[src/rtl/upsamp_fir_qam_pkg.sv]
// Shared constants, pulse-shaping coefficients and arithmetic helpers
// for the QAM upsampling transmitter.
package upsamp_pkg;

    localparam int NTAPS  = 8;
    localparam int OUT_W  = 10;
    localparam int SPI_DW = 12;
    localparam int LVL_W  = 3;
    localparam int COEF_W = 8;
    localparam int ACC_W  = 16;
    localparam int RATE_W = 9;

    localparam logic signed [COEF_W-1:0] COEFFS [NTAPS] = '{
        -8'sd4, 8'sd0, 8'sd36, 8'sd64, 8'sd64, 8'sd36, 8'sd0, -8'sd4
    };

    localparam logic [7:0]        ADDR_ID     = 8'h00;
    localparam logic [7:0]        ADDR_RATE   = 8'h01;
    localparam logic [7:0]        ADDR_STATUS = 8'h02;
    localparam logic [7:0]        ADDR_SYMCNT = 8'h03;
    localparam logic [7:0]        ADDR_I      = 8'h20;
    localparam logic [7:0]        ADDR_Q      = 8'h21;
    localparam logic [4:0]        COEF_PAGE   = 5'h02;
    localparam logic [SPI_DW-1:0] ID_VALUE    = 12'hA64;

    localparam logic signed [ACC_W-1:0] SAT_MAX = 16'sh01FF;
    localparam logic signed [ACC_W-1:0] SAT_MIN = 16'shFE00;

    // 4-level Gray mapping of one axis: 00,01,11,10 -> -3,-1,+1,+3
    function automatic logic signed [LVL_W-1:0] gray_map(input logic [1:0] bits);
        logic signed [LVL_W-1:0] lvl;
        case (bits)
            2'b00:   lvl = 3'b101;
            2'b01:   lvl = 3'b111;
            2'b11:   lvl = 3'b001;
            2'b10:   lvl = 3'b011;
            default: lvl = 3'b000;
        endcase
        return lvl;
    endfunction

    function automatic logic signed [OUT_W-1:0] sat_out(input logic signed [ACC_W-1:0] v);
        logic signed [OUT_W-1:0] r;
        if (v > SAT_MAX) begin
            r = 10'b01_1111_1111;
        end else if (v < SAT_MIN) begin
            r = 10'b10_0000_0000;
        end else begin
            r = v[OUT_W-1:0];
        end
        return r;
    endfunction

endpackage

[src/rtl/upsamp_fir_qam_fir8_sat.sv]
// One rail of the pulse-shaping filter: tap delay line, full-precision MAC
// and saturation into a registered output.
module fir8_sat
    import upsamp_pkg::*;
(
    input  logic                    clk,
    input  logic                    rst,
    input  logic signed [LVL_W-1:0] x0,
    output logic signed [OUT_W-1:0] y
);

    logic signed [LVL_W-1:0] taps_r [1:NTAPS-1];
    logic signed [LVL_W-1:0] tap_s  [NTAPS];
    logic signed [ACC_W-1:0] acc_s;

    // x[0] is the upsampler register itself; the rest live here
    always_comb begin
        tap_s[0] = x0;
        for (int k = 1; k < NTAPS; k++) begin
            tap_s[k] = taps_r[k];
        end
    end

    // Multiply-accumulate over all taps
    always_comb begin
        acc_s = {ACC_W{1'b0}};
        for (int k = 0; k < NTAPS; k++) begin
            acc_s = acc_s + ACC_W'(tap_s[k]) * ACC_W'(COEFFS[k]);
        end
    end

    // Delay line shift and saturated output register
    always_ff @(posedge clk) begin
        if (rst) begin
            for (int k = 1; k < NTAPS; k++) begin
                taps_r[k] <= {LVL_W{1'b0}};
            end
            y <= {OUT_W{1'b0}};
        end else begin
            taps_r[1] <= x0;
            for (int k = 2; k < NTAPS; k++) begin
                taps_r[k] <= taps_r[k-1];
            end
            y <= sat_out(acc_s);
        end
    end

endmodule

[src/rtl/upsamp_fir_qam.sv]
// QAM transmit front end: Gray mapping, symbol holding, zero-stuffing
// upsampler, per-rail FIR and a read-only SPI register window.
module upsamp_fir_qam
    import upsamp_pkg::*;
(
    input  logic                    clk,
    input  logic                    rst,
    input  logic [3:0]              data_in,
    input  logic                    valid_data,
    input  logic [RATE_W-1:0]       upsampling_rate,
    output logic signed [OUT_W-1:0] I_out,
    output logic signed [OUT_W-1:0] Q_out,
    input  logic                    spi_read,
    input  logic [7:0]              spi_address,
    output logic [SPI_DW-1:0]       spi_data_out
);

    logic [RATE_W-1:0]       reff_s;
    logic [RATE_W-1:0]       phase_r;
    logic signed [LVL_W-1:0] held_i_r, held_q_r;
    logic signed [LVL_W-1:0] up_i_r, up_q_r;
    logic                    pending_r;
    logic                    overflow_r;
    logic [11:0]             symcount_r;
    logic                    consume_s;
    logic signed [COEF_W-1:0] coef_sel_s;
    logic [SPI_DW-1:0]       rd_data_s;

    // A rate of zero behaves as one sample per symbol
    always_comb begin
        if (upsampling_rate == 9'd0) begin
            reff_s = 9'd1;
        end else begin
            reff_s = upsampling_rate;
        end
    end

    assign consume_s = (phase_r == 9'd0) && pending_r;

    // Phase counter; >= keeps it from running away when the rate drops
    always_ff @(posedge clk) begin
        if (rst) begin
            phase_r <= 9'd0;
        end else if (phase_r >= reff_s - 9'd1) begin
            phase_r <= 9'd0;
        end else begin
            phase_r <= phase_r + 9'd1;
        end
    end

    // Holding register, overflow tracking and zero-stuffing upsampler
    always_ff @(posedge clk) begin
        if (rst) begin
            held_i_r   <= 3'sd0;
            held_q_r   <= 3'sd0;
            pending_r  <= 1'b0;
            overflow_r <= 1'b0;
            up_i_r     <= 3'sd0;
            up_q_r     <= 3'sd0;
            symcount_r <= 12'd0;
        end else begin
            if (valid_data) begin
                held_i_r  <= gray_map(data_in[3:2]);
                held_q_r  <= gray_map(data_in[1:0]);
                pending_r <= 1'b1;
            end else if (consume_s) begin
                pending_r <= 1'b0;
            end else begin
                pending_r <= pending_r;
            end
            if (valid_data && pending_r && !consume_s) begin
                overflow_r <= 1'b1;
            end else begin
                overflow_r <= overflow_r;
            end
            if (consume_s) begin
                up_i_r     <= held_i_r;
                up_q_r     <= held_q_r;
                symcount_r <= symcount_r + 12'd1;
            end else begin
                up_i_r     <= 3'sd0;
                up_q_r     <= 3'sd0;
                symcount_r <= symcount_r;
            end
        end
    end

    fir8_sat u_fir_i (
        .clk (clk),
        .rst (rst),
        .x0  (up_i_r),
        .y   (I_out)
    );

    fir8_sat u_fir_q (
        .clk (clk),
        .rst (rst),
        .x0  (up_q_r),
        .y   (Q_out)
    );

    assign coef_sel_s = COEFFS[spi_address[2:0]];

    // Register map decode
    always_comb begin
        rd_data_s = {SPI_DW{1'b0}};
        case (spi_address)
            ADDR_ID:     rd_data_s = ID_VALUE;
            ADDR_RATE:   rd_data_s = {3'b000, reff_s};
            ADDR_STATUS: rd_data_s = {overflow_r, pending_r, 1'b0, phase_r};
            ADDR_SYMCNT: rd_data_s = symcount_r;
            ADDR_I:      rd_data_s = {{(SPI_DW-OUT_W){I_out[OUT_W-1]}}, I_out};
            ADDR_Q:      rd_data_s = {{(SPI_DW-OUT_W){Q_out[OUT_W-1]}}, Q_out};
            default: begin
                if (spi_address[7:3] == COEF_PAGE) begin
                    rd_data_s = {{(SPI_DW-COEF_W){coef_sel_s[COEF_W-1]}}, coef_sel_s};
                end else begin
                    rd_data_s = {SPI_DW{1'b0}};
                end
            end
        endcase
    end

    // Read data is captured on a strobe and held otherwise
    always_ff @(posedge clk) begin
        if (rst) begin
            spi_data_out <= {SPI_DW{1'b0}};
        end else if (spi_read) begin
            spi_data_out <= rd_data_s;
        end else begin
            spi_data_out <= spi_data_out;
        end
    end

endmodule

[config.mk]
export PLATFORM = sky130hd
export DESIGN_NAME = upsamp_fir_qam
export DESIGN_NICKNAME = d
export VERILOG_FILES = /design/src/rtl/upsamp_fir_qam_pkg.sv /design/src/rtl/upsamp_fir_qam_fir8_sat.sv /design/src/rtl/upsamp_fir_qam.sv
export SDC_FILE = /design/constraint.sdc
export NUM_CORES = 1
export LEC_CHECK = 0
export CORE_MARGIN = 2
export CORE_UTILIZATION = 25
export CTS_CLUSTER_DIAMETER = 30
export DETAILED_ROUTE_END_ITERATION = 10
export HOLD_SLACK_MARGIN = 0.05
export SYNTH_ARGS = -nofsm -noshare
export SYNTH_HDL_FRONTEND = slang
export SYNTH_SLANG_ARGS = --single-unit
[constraint.sdc]
create_clock -name clk -period 6.45 [get_ports clk]
set_input_delay 0.9675 -clock clk [delete_from_list [all_inputs] [get_ports clk]]
set_output_delay 0.9675 -clock clk [all_outputs]
set_load 0.01 [all_outputs]
==> impl_summary.md, run 1 <==
Synthesis
Yosys mapped a number of flops with a built-in enable equal to 0. Sorting the synthesized cells by how often they occur yields inv_1, dfxtp_1, ha_1. The number of distinct standard cells referenced by the synthesized netlist is 63. In the post-synthesis netlist, the biggest area contributors are dfxtp_1, fa_1, ha_1, inv_1, xnor2_1. Summed over all instances, the cell type with the most area after synthesis is dfxtp_1. For this run, the register share of the synthesized area comes to approximately 25%. The most instantiated flip-flop cell in the synthesis netlist is dfxtp_1. The most repeated cell in the gate-level netlist after synthesis is inv_1. For this run, the number of Yosys warnings is 0. The number of nets produced by synthesis is 1046. After synthesis, the share of flip-flops with an asynchronous set or reset is 0%.

The average cell area after synthesis is 9.10 um^2. After synthesis the netlist holds a flip-flop and latch count of 98. The top cell type by area accounts for 25.0% of the synthesized area. The synthesized netlist occupies a cell area of 0.00784 mm^2. The post-synthesis instance total is about 860.

Global route
Entering global routing, the biggest net connects between 50 and 60 pins. The total overflow left after global routing is 0. Across every metal layer, demand over resource in global routing totals ~11%. The global-route wire length before repair is 29900 um. The number of antenna violations at the first check in global routing is 0.

The number of global-route vias before repair is around 6000.

Clock tree
The H-tree generated during clock tree synthesis spans 3 levels. The post-CTS setup repair buffer count is 0. The clock drives 98 sinks. Gates resized during post-CTS repair numbered 0. The TritonCTS clock tree is built. The maximum clock path buffer count is 2.

The number of buffers created by CTS is 9. The clock transition at the registers of the reported paths is 0.07 ns. At the later pin of the worst-skew pair, clock insertion delay measures 0.36 ns. After clock tree synthesis, the flow added hold-fix buffers numbering 0. CTS placed an instance of clkbuf_16 at the clock tree root.

Floorplanning
For this design the top-level I/O count stands at 57. The core footprint is 0.0307 mm^2. The floorplan step set the die height to 181 um. The floorplan has 64 rows. The die is 181 um wide. The floorplan step defined a die boundary enclosing between 0.03 and 0.04 mm^2. For this configuration, the core starts out at a cell density of 25.5%.

Power and ir drop
The analysis attributes to net switching a power of 0.000395 W. The internal portion of the total power is approximately 0.0011 W. The leakage power is 3.97 nW. For this design the ratio of total power to cell area is roughly 160 mW/mm^2. In this run, the combinational gates consume 16.3% of the power. Net switching is a little over a quarter of the power. The clock network burns 38.3% of the power. The maximum VDD drop is 0.000122 V. The sequential group share of total power is 45.4%. The power consumption is 0.00146 W.

Run
Max-cap violations in this run came to 0.

Drt
After detailed routing, the number of remaining DRC violations is 0. The total detailed-routing wirelength is ~18000 um. For this block, the initial DRC count from the detailed router was 263. The detailed-route via count is 5922. In this run the remaining antenna-violating nets after routing total 0.

The pre-antenna-repair detailed-routing pass consisted of 4 iterations. The detail-routed via count per cell is 4.54. After detailed routing, the average wire length per cell comes to about 13 um.

Outcome
The flow ran to the end, and the final reports show no timing, DRC or antenna violations.

Min path
The class of the most critical hold timing path is reg2reg.

STA
For this run, the top clock speed supported by timing is 183 MHz. In the final timing run, aggregate negative setup slack is 0 ns. Setup repair after global routing left no endpoint under its margin. The portion of the clock cycle consumed by the worst path in the final layout is between 80% and 90%.

The number of max-slew violations in the final report is 0. Hold timing on the final database bottoms out at a slack of about 0.44 ns. Setup violations remaining at the end of the flow were counted as 0. Measured against its own limit, the worst slew margin works out to 53.5%. The setup skew after layout is around 0.0087 ns.

The hold violation total from the final report is 0. The actual slew at the worst max-slew pin is 0.692 ns. For the finished layout, the period the worst path requires is approximately 5.5 ns.

Setup path
On the worst path, the slowest cell contributes a delay of 0.52 ns. The required time of the critical path is 6.73 ns. The number of buffers and inverters on the critical path is 4. The launching instance or port of the critical path is u_fir_q.taps_r[0][17]. The slowest cell on the critical path is fa_1. Counting buffers and inverters, the worst setup path is 19 cells deep. The capturing point of the worst reg2reg path is u_fir_q.y[8]. In this run the worst setup path terminates at u_fir_q.y[8]. The family of cells with the greatest summed delay on the critical path is adder cells.

The critical path goes through ha_1 -> ha_1 -> ha_1 -> inv_1 -> ha_1 -> fa_1 -> inv_1 -> fa_1 -> inv_1 -> fa_1 -> inv_1 -> ha_1 -> nor2_1 -> a21boi_0 -> o21ai_0 -> a31o_2 -> xnor2_1 -> o21ai_1 -> o21ai_0. The highest fanout seen on the critical path is 9. The sort of element at the end of the critical path is a register. For the worst flop-to-flop path, the logic depth is 19. Data arrives at the worst endpoint at 5.73 ns. The launching element type of the critical path is a register. The setup slack of the most critical reg-to-reg path is ~1.0 ns. The critical setup path kind is reg2reg. The source of the worst register-to-register timing path is u_fir_q.taps_r[0][17]. The most frequent cell on the critical path is ha_1.

Layout
The count of fill cells added during filler insertion is 3217. Once layout is done, the placed cells without fillers occupy about 0.0091 mm^2. The number of antenna diodes in the final layout is 0. Of the cells placed in the final design, the portion with a size suffix greater than 1 is ~3.2%. Compared with the post-synthesis result, the final layout area differs by 16.0%.

The final layout contains 1088 nets. The multi-input combinational cells in the finished layout cover a total of between 0.005 and 0.006 mm^2. Summing all flip-flop and latch instances after layout gives 0.00196 mm^2. After the flow finishes, the layout carries non-filler instances totaling around 1300.

Placed design
Buffers placed on the I/O ports in this run total 56. The congestion estimate from routability-driven global placement came to 0.850. Once placement completed, the tool counted placed cells totaling approximately 1300. The HPWL after detailed placement is around 14000 um.

The placed instances occupy a cell area of 0.00879 mm^2.
[metal layers]
metal / GRT usage, % / up-vias / wire length (um)
li1: - / 2981 / -
met1: 14.6 / 2806 / 8380
met2: 18.6 / 115 / 8190
met3: 1.61 / 20 / 634
met4: 3.90 / 0 / 325
met5: 0 / - / 0
[worst reg2reg max path, cell delays in order (launching register included)]
cell and delay [ns]:
dfxtp_1 0.51, ha_1 0.30, ha_1 0.19, ha_1 0.17, inv_1 0.07, ha_1 0.24
fa_1 0.50, inv_1 0.05, fa_1 0.49, inv_1 0.05, fa_1 0.52, inv_1 0.04
ha_1 0.26, nor2_1 0.12, a21boi_0 0.32, o21ai_0 0.18, a31o_2 0.24, xnor2_1 0.52
o21ai_1 0.35, o21ai_0 0.23
[sequential cells by signal (all words and copies together) (netlist names)]
register / cells
u_fir_q.taps_r: 21
held_i_r: 3
overflow_r: 1
held_q_r: 2
up_i_r: 3
symcount_r: 12
u_fir_q.y: 9
u_fir_i.taps_r: 14
spi_data_out: 12
phase_r: 9
up_q_r: 2
u_fir_i.y: 9
pending_r: 1
[layout make-up]
| class | instances | area share (%) |
|---|---|---|
| multi-input combinational | 583 | 57.0 |
| timing repair buffer | 57 | 6.19 |
| inverter | 155 | 6.40 |
| clock buffer | 11 | 2.67 |
| sequential | 98 | 21.6 |
| clock inverter | 5 | 0.688 |
| tap | 396 | 5.45 |
[cells in the final DEF (no fill, tap or decap), types with 5 or more instances in the layout]
cell type        instances
dfxtp_1                 98
a22oi_1                  5
xor2_1                  16
nand2b_1                12
xnor2_1                 29
nand3_1                 20
nor3b_1                  5
a21o_1                   9
nor3_1                   9
clkdlybuf4s50_1         55
o211ai_1                 6
nor2b_1                 25
a21oi_1                 37
nand2_1                 22
o21a_1                   9
a222oi_1                 6
or3_1                   10
a31oi_1                 10
a211oi_1                16
and3_1                   7
clkbuf_16                9
a221o_1                  5
nor2_1                  61
ha_1                    92
fa_1                    67
inv_1                  154
o21ai_0                 40
[how the worst min path moves through the flow]
stage / slack (ns) / end / depth (start not counted) / startpoint
after floorplan: 0.41 / u_fir_i.taps_r[0][22] / 1 / u_fir_i.taps_r[0][19]
after global placement: 0.42 / u_fir_q.taps_r[0][8] / 1 / u_fir_q.taps_r[0][5]
after detailed placement: 0.42 / u_fir_q.taps_r[0][6] / 1 / u_fir_q.taps_r[0][3]
after CTS: 0.44 / u_fir_q.taps_r[0][6] / 1 / u_fir_q.taps_r[0][3]
after global routing: 0.46 / u_fir_q.taps_r[0][21] / 1 / u_fir_q.taps_r[0][18]
final: 0.44 / u_fir_q.taps_r[0][6] / 1 / u_fir_q.taps_r[0][3]
[stage by stage]
stage | setup WS [ns] | utilization (%)
after floorplan | 1.41 | -
after global placement | 1.10 | 28.6
after detailed placement | 0.965 | 28.6
after CTS | 0.959 | 29.6
after global routing | 0.506 | 29.6
final | 0.998 | 29.6
[cell families after synthesis]
family	after synthesis	share of synthesized area (%)
simple gates	191	12.5
flops	98	25.0
mux	5	0.654
compound gates	183	16.2
fa+ha+maj	159	31.8
buf+inv	181	8.78
xor+xnor	45	5.03
[power groups by stage]
stage | combinational [W] | sequential [W] | clock (W)
global route | 0.000266 | 0.000662 | 0.000594
detailed placement | 0.000238 | 0.000674 | 0
global placement | 0.000234 | 0.000674 | 0
finish | 0.000238 | 0.000660 | 0.000557
floorplan | 0.000137 | 0.000670 | 0
CTS | 0.000240 | 0.000659 | 0.000572
Note: power is estimated with default switching activity, not from simulation.
==> run 2, diff against run 1 <==
- clock period: 6.45 -> 5.05 ns (I/O delays scaled with it)
==> run 2 against run 1 <==
Compared with the run above:
- core utilization up 2.4 points
- sequential cell count unchanged
- clock power rose by 29%
- global-route usage is 0.073 points higher
- die area did not move
- largest cell class unchanged
- clock-buffer cell count down 2
- via count increased by 2.0%
- highest routed layer unchanged
- final cell count rose by 3.0%
- setup slack lost 0.87 ns
- final area is 8.0% higher
- sequential power up 28%
- first-iteration DRC count up 32%
==> impl_summary.md, run 2 (synthesized netlist as in run 1, its figures left out) <==
Global route
The global-route wire length before repair is 30400 um. Global routing used 11.2% of the available tracks. The number of global-route vias before repair is between 6000 and 7000. For this run the aggregate overflow at the end of global routing stands at 0. The number of antenna violations at the first check in global routing is 0. The maximum number of pins on one net before global-route repair is 57.

Clock tree
CTS built an H-tree with a depth of 3. The number of sinks handled by clock tree synthesis is 98. At the later pin of the worst-skew pair, clock insertion delay measures roughly 0.35 ns. The number of buffers created by CTS is 9.

The longest clock path from root to sink contains 2 buffers. TritonCTS built the clock tree. The number of buffers inserted for hold repair after clock tree synthesis is 0. The root buffer selected by CTS is clkbuf_16. After clock tree synthesis, the clock-pin slew on the worst setup and hold paths is 0.07 ns.

Floorplanning
Pin placement for this block handled 57 I/O pins. The floorplan step set the die width to around 180 um. The initial core utilization is 25.5%. The core region is 0.0307 mm^2. The die area is around 0.033 mm^2.

The number of rows in the core area is 64. The chip height is 181 um.

Layout
The most flop-heavy register is u_fir_q.taps_r. For this run, the share of the core covered by cells in the final layout is between 30% and 40%. In the final layout, the registers with the most flip-flops are u_fir_q.taps_r x21, u_fir_i.taps_r x14. The share of post-route cells with drive strength above 1 is 14.3%.

The flip-flop count of the largest register after layout is 21. The top cell types in the final layout, fill and taps aside, are inv_1, dfxtp_1, ha_1, fa_1, nor2_1. The number of nets at the end of the flow is 1127. The signed area change from the synthesized netlist to the final layout is 25.3%. Counting the fill cells in the layout gives 3185. Leaving out fill and tap cells, the most frequent cell in the layout is inv_1. 0 antenna diodes ended up in the layout.

Setup path
STA classifies the critical path startpoint as a register. The sort of element at the end of the critical path is a register. Data on the critical path arrives at its endpoint at 5.13 ns.

The source of the worst register-to-register timing path is u_fir_i.taps_r[0][17]. Tracing the worst setup path back leads to its startpoint at u_fir_i.taps_r[0][17]. The highest fanout seen on the critical path is 5. The critical setup path kind is reg2reg. The required time of the critical path is 5.26 ns.

Drt
For this block, the initial DRC count from the detailed router was 348. The number of detailed-route iterations in the first pass is 9. Detailed routing inserted a total of 6041 vias. After detailed routing, the total wire length is 18300 um. The post-detailed-route count of antenna-violating nets is 0. The average detailed-routed wire length per instance is 13.6 um. The DRC violation count after routing is 0.

Dividing the detail-routed via count by the number of cells gives around 4.5.

Outcome
The flow ran to the end, and the final reports show no timing, DRC or antenna violations.

Placed design
The setup slack at placement is -0.158 ns. The final RePlAce weighted congestion is ~0.84. Detailed placement finished with a half-perimeter wire length of 14300 um. In this run the tool buffered the top-level ports with 56 buffer cells.

Run
Across the run, the number of max-cap violations was 0.

STA
Across all hold checks on the routed design, the worst slack comes to 0.438 ns. The post-route worst setup slack is 0.132 ns. For the finished layout, the period the worst path requires is roughly 5 ns.

The portion of the clock cycle consumed by the worst path in the final layout is 97.4%. The hold violation total from the final report is 0. The sum of negative setup slack is 0 ns. The number of max-slew violations in the final report came to 0. The actual slew at the worst max-slew pin is 0.691 ns. The achievable clock frequency is 203 MHz.

Setup violations remaining at the end of the flow were counted as 0. The relative slew slack is 53.6%. Across the routed clock network, the largest skew measured is 0.00965 ns.

Power and ir drop
Dividing total power by cell area gives a power density of 194 mW/mm^2. The leakage power is roughly 4.2 nW. IR analysis of the VDD net gives a maximum drop of 0.000126 V.

Min path
The worst min-delay path startpoint is u_fir_i.taps_r[0][20]. The path class of the tightest hold or removal check is reg2reg.
[run 2: cell count changes in the layout (fill, tap and decap cells not counted), moves of 7 or more]
cell | before | now
inv_2 | 0 | 11
inv_1 | 154 | 143
ha_4 | 0 | 15
dfxtp_1 | 98 | 91
ha_1 | 92 | 71
buf_4 | 1 | 37
[run 2: final timing paths]
check / to / slack (ns) / depth (start not counted)
max reg2reg: u_fir_i.y[5] / 0.13 / 21
min: u_fir_i.taps_r[0][23] / 0.44 / 1
max: u_fir_i.y[5] / 0.13 / 21
min reg2reg: u_fir_i.taps_r[0][23] / 0.44 / 1
[run 2: layout make-up]
type / instances / area, um^2 / area share [%]
well taps: 396 / 495 / 5.04
flip-flops and latches: 98 / 1970 / 20.1
clock inverters: 7 / 82.6 / 0.840
inverters: 155 / 582 / 5.92
repair buffers: 96 / 867 / 8.82
clock buffers: 9 / 225 / 2.29
multi-input cells: 583 / 5600 / 57.0
[run 2: routing by layer]
layer / vias up / GRT usage, % / wire (um)
met4: 0 / 3.12 / 296
met3: 18 / 1.79 / 714
met1: 2834 / 15.2 / 8910
met5: - / 0 / 0
met2: 127 / 18.4 / 8390
li1: 3062 / - / -
[run 2: power breakdown]
group	switching [W]	leakage, nW	internal [W]
clock network	0.000327	0.145	0.000392
registers	0.0000367	0.799	0.000807
logic	0.000170	3.29	0.000170
total	0.000534	4.23	0.00137
[run 2: repair_timing]
| item | 4_1_cts | 5_1_grt |
|---|---|---|
| gates resized for setup | 25 | 66 |
| pin swaps | 10 | 33 |
| buffers inserted | 5 | 3 |
| endpoints found under the setup margin | 14 | 17 |
[run 2: critical path, stage by stage (launching register included)]
cell      delay [ns]
dfxtp_4         0.37
ha_4            0.27
ha_4            0.14
ha_4            0.12
inv_2           0.04
buf_4           0.13
ha_4            0.16
xor2_1          0.16
ha_1            0.33
inv_2           0.10
fa_2            0.44
fa_1            0.51
inv_2           0.05
ha_4            0.16
buf_4           0.14
o21a_4          0.20
o221a_4         0.30
o41ai_4         0.37
xnor2_2         0.18
o311ai_4        0.35
buf_6           0.16
o31ai_1         0.07
[run 2: per-stage QoR]
stage	cell area [um^2]	instances	total power, W
CTS	9530	1342	0.00190
global placement	9030	1321	0.00117
floorplan	7840	862	0.00103
detailed placement	9030	1321	0.00117
global route	9830	1344	0.00199
finish	9830	1344	0.00190
==> run 3, diff against run 2 <==
- CAP_MARGIN: unset -> 10
- clock period: 5.05 -> 5.7 ns (I/O delays scaled with it)
==> run 3 against run 2 <==
Compared with the run above:
- global-route usage down 0.43 points
- clock-buffer cell count unchanged
- largest cell class unchanged
- critical endpoint is now u_fir_i.y[7]
- routed wire length down 4.2%
- critical path type unchanged
- sequential share of layout area up 1.5 points
- critical path depth down 2
- highest routed layer unchanged
- worst hold slack better by 0.0012 ns
==> impl_summary.md, run 3 (synthesized netlist as in run 1, its figures left out) <==
Outcome
The run finished with clean final reports.

Global route
The first global-routing pass estimated 29000 um of wire. The number of global-route vias before repair is 5756. Global routing consumed, over all layers together, 10.8% of the routing resources. The number of antenna violations at the first check in global routing is 0. The final global-route overflow total is 0. The maximum number of pins on one net before global-route repair is 49.

Clock tree
The cell sitting at the root of the clock tree is a clkbuf_16. The number of sinks handled by clock tree synthesis is 98. The H-tree generated during clock tree synthesis spans 3 levels. TritonCTS created 9 clock buffers.

Clock latency on the worst-skew pair, taken at its later pin, is 0.36 ns. The maximum clock path buffer count is 2. The TritonCTS clock tree is built. Clock-pin slew was measured on the worst setup and hold paths at 0.08 ns. In this run the post-CTS setup repair buffer count came out at 0.

Drt
The initial DRC count is 387. Across all layers, the routed design uses 5929 vias. The count of nets left with antenna violations once routing finished came out at 0. The total detailed-routing wirelength is 17500 um.

The number of detailed-route iterations in the first pass is 5. After detailed routing, the number of vias per cell comes to ~4.5. After detailed routing, the average wire length per cell comes to between 10 and 15 um. The DRC violation count after routing is 0.

Setup path
The critical path is of the reg2reg type. The number of cells on the worst reg-to-reg path is 19. The setup slack of the most critical reg-to-reg path is 0.34 ns. Broken down by cell family, the worst path's largest delay share belongs to adder cells.

The sort of element at the end of the critical path is a register. On the worst path, the slowest cell contributes a delay of 0.53 ns. The highest fanout seen on the critical path is 7.

STA classifies the critical path startpoint as a register. The sum of buffers and inverters on the critical path is 4. The most frequent cell on the critical path is ha_1.

The source of the worst register-to-register timing path is u_fir_i.taps_r[0][17]. The capturing point of the worst reg2reg path is u_fir_i.y[7]. For the worst setup path, the data required time is 5.94 ns. The arrival time reported for the critical path endpoint is approximately 5.6 ns.

Traced cell by cell, the critical path runs through ha_1 -> ha_1 -> ha_1 -> inv_1 -> ha_1 -> fa_1 -> inv_1 -> fa_1 -> inv_1 -> fa_1 -> inv_1 -> ha_1 -> o21a_1 -> o31a_1 -> o31a_1 -> or3_1 -> nor4_2 -> a31oi_1 -> o41ai_1. The slowest cell on the critical path is fa_1.

Layout
The number of nets at the end of the flow is 1091. Relative to the synthesized area, the layout overhead comes to 16.3%. The sequential cell area is 0.00196 mm^2.

The antenna diode count is 0. Cells with a size suffix above 1 make up approximately 3.7% of the layout. The register with the most flip-flops in the final layout is u_fir_q.taps_r. The count of fill cells added during filler insertion is about 3200. The largest registers in the layout are u_fir_q.taps_r x21, u_fir_i.taps_r x14. The post-route cell area is ~0.009 mm^2. The register with the most flip-flops in the layout has 21 of them. The commonest non-fill, non-tap cell in the layout is inv_1. The top cell types in the final layout, fill and taps aside, are inv_1, dfxtp_1, ha_1, fa_1, nor2_1.

Summing all multi-input logic gate instances after layout gives roughly 0.0052 mm^2.

Run
The number of maximum-capacitance constraint violations is 0.

STA
For this run, the top clock speed supported by timing is 187 MHz. The sum of negative setup slack is 0 ns. Headroom to the max-slew limit came out at between 30% and 40%.

The post-route worst setup slack is 0.342 ns. The actual slew at the worst max-slew pin is 0.944 ns. The number of max-slew violations in the final report is 0.

Setup repair after global routing left no endpoint under its margin. On the final layout, the worst clock skew is 0.00984 ns. The hold violation total from the final report is 0. Setup violations remaining at the end of the flow were counted as 0. After layout, the minimum clock period comes to 5.36 ns. The portion of the clock cycle consumed by the worst path in the final layout is 94.0%.

Power and ir drop
The cell-internal power is 0.00115 W. The leakage power is between 3 and 4 nW. Net switching is 29.0% of the power. The proportion of power drawn by the clock network is 37.6%. Power spread over the standard cell area amounts to 179 mW/mm^2. In this run the power spent charging and discharging nets is 0.000473 W. The sequential group share of total power is 45.9%. Of the total power, combinational logic draws 16.5%. VDD sags by at most between 0.0001 and 0.00015 V.

Min path
The worst min-delay path startpoint is u_fir_q.taps_r[0][5]. Along the worst hold path, the cell count comes to 1. In this run the worst hold path is classified as reg2reg. The end of the worst hold path is u_fir_q.taps_r[0][8].

Floorplanning
In this run the standard cell core region covers 0.0307 mm^2. The die covers roughly 0.033 mm^2. The I/O pin count is between 50 and 60. Once the floorplan was initialized, standard cells occupied 25.5% of the core. After floorplanning, the core was divided into 64 placement rows. The horizontal extent of the die is 181 um. The die is about 180 um tall.

Placed design
After detailed placement, the total cell area comes to 0.00881 mm^2. The setup slack at placement is around 0.3 ns. During placement, the flow inserted port buffers numbering 56. The final RePlAce weighted congestion is ~0.87.

The estimated wirelength of the detail-placed design is 14300 um.
-- run 3: repair_timing --
action | in CTS | in global routing
setup endpoints to repair | 0 | 7
gates resized for setup | 0 | 1
hold buffers | 0 | 0
-- run 3: worst max-delay path by stage --
stage	from	endpoint	slack [ns]	cells past startpoint
finish	u_fir_i.taps_r[0][17]	u_fir_i.y[7]	0.34	19
global route	u_fir_q.taps_r[0][17]	u_fir_q.y[7]	0.009	18
detailed placement	u_fir_i.taps_r[0][17]	u_fir_i.y[3]	0.30	18
CTS	u_fir_i.taps_r[0][17]	u_fir_i.y[7]	0.18	19
global placement	u_fir_i.taps_r[0][17]	u_fir_i.y[7]	0.41	19
floorplan	u_fir_i.taps_r[0][17]	u_fir_i.y[6]	0.66	19
-- run 3: metal layers --
layer | track usage [%] | routed length [um] | up-vias
met5 | 0 | 0 | -
li1 | - | - | 2987
met1 | 14.5 | 8500 | 2813
met4 | 3.28 | 359 | 0
met3 | 2.20 | 740 | 23
met2 | 17.3 | 7940 | 106
-- run 3: cell type report --
class	count	area share, %
inverter	155	6.38
sequential	98	21.5
clock inverter	7	0.810
tap	396	5.44
timing repair buffer	60	6.42
multi-input combinational	583	56.9
clock buffer	9	2.47
-- run 3: worst reg2reg max path, stage by stage (launching register included) --
cell	delay, ns
dfxtp_2	0.42
ha_1	0.27
ha_1	0.20
ha_1	0.19
inv_1	0.08
ha_1	0.25
fa_1	0.51
inv_1	0.05
fa_1	0.50
inv_1	0.06
fa_1	0.53
inv_1	0.04
ha_1	0.35
o21a_1	0.13
o31a_1	0.15
o31a_1	0.27
or3_1	0.38
nor4_2	0.24
a31oi_1	0.21
o41ai_1	0.41
-- run 3: power by group through the flow --
| stage | Combinational [W] | Sequential [W] | Clock, W |
|---|---|---|---|
| CTS | 0.000272 | 0.000747 | 0.000630 |
| global placement | 0.000265 | 0.000764 | 0 |
| finish | 0.000269 | 0.000747 | 0.000611 |
| floorplan | 0.000155 | 0.000758 | 0 |
| global route | 0.000298 | 0.000750 | 0.000661 |
| detailed placement | 0.000270 | 0.000763 | 0 |
-- run 3: stage by stage --
stage          util (%)  total power, W  cells  hold slack [ns]
5_1_grt            29.6         0.00171   1308            0.454
4_1_cts            29.6         0.00165   1308            0.443
6_report           29.6         0.00163   1308            0.439
2_1_floorplan         -        0.000913    862            0.414
3_5_place_dp       28.7         0.00103   1292            0.430
3_3_place_gp       28.7         0.00103   1292            0.418
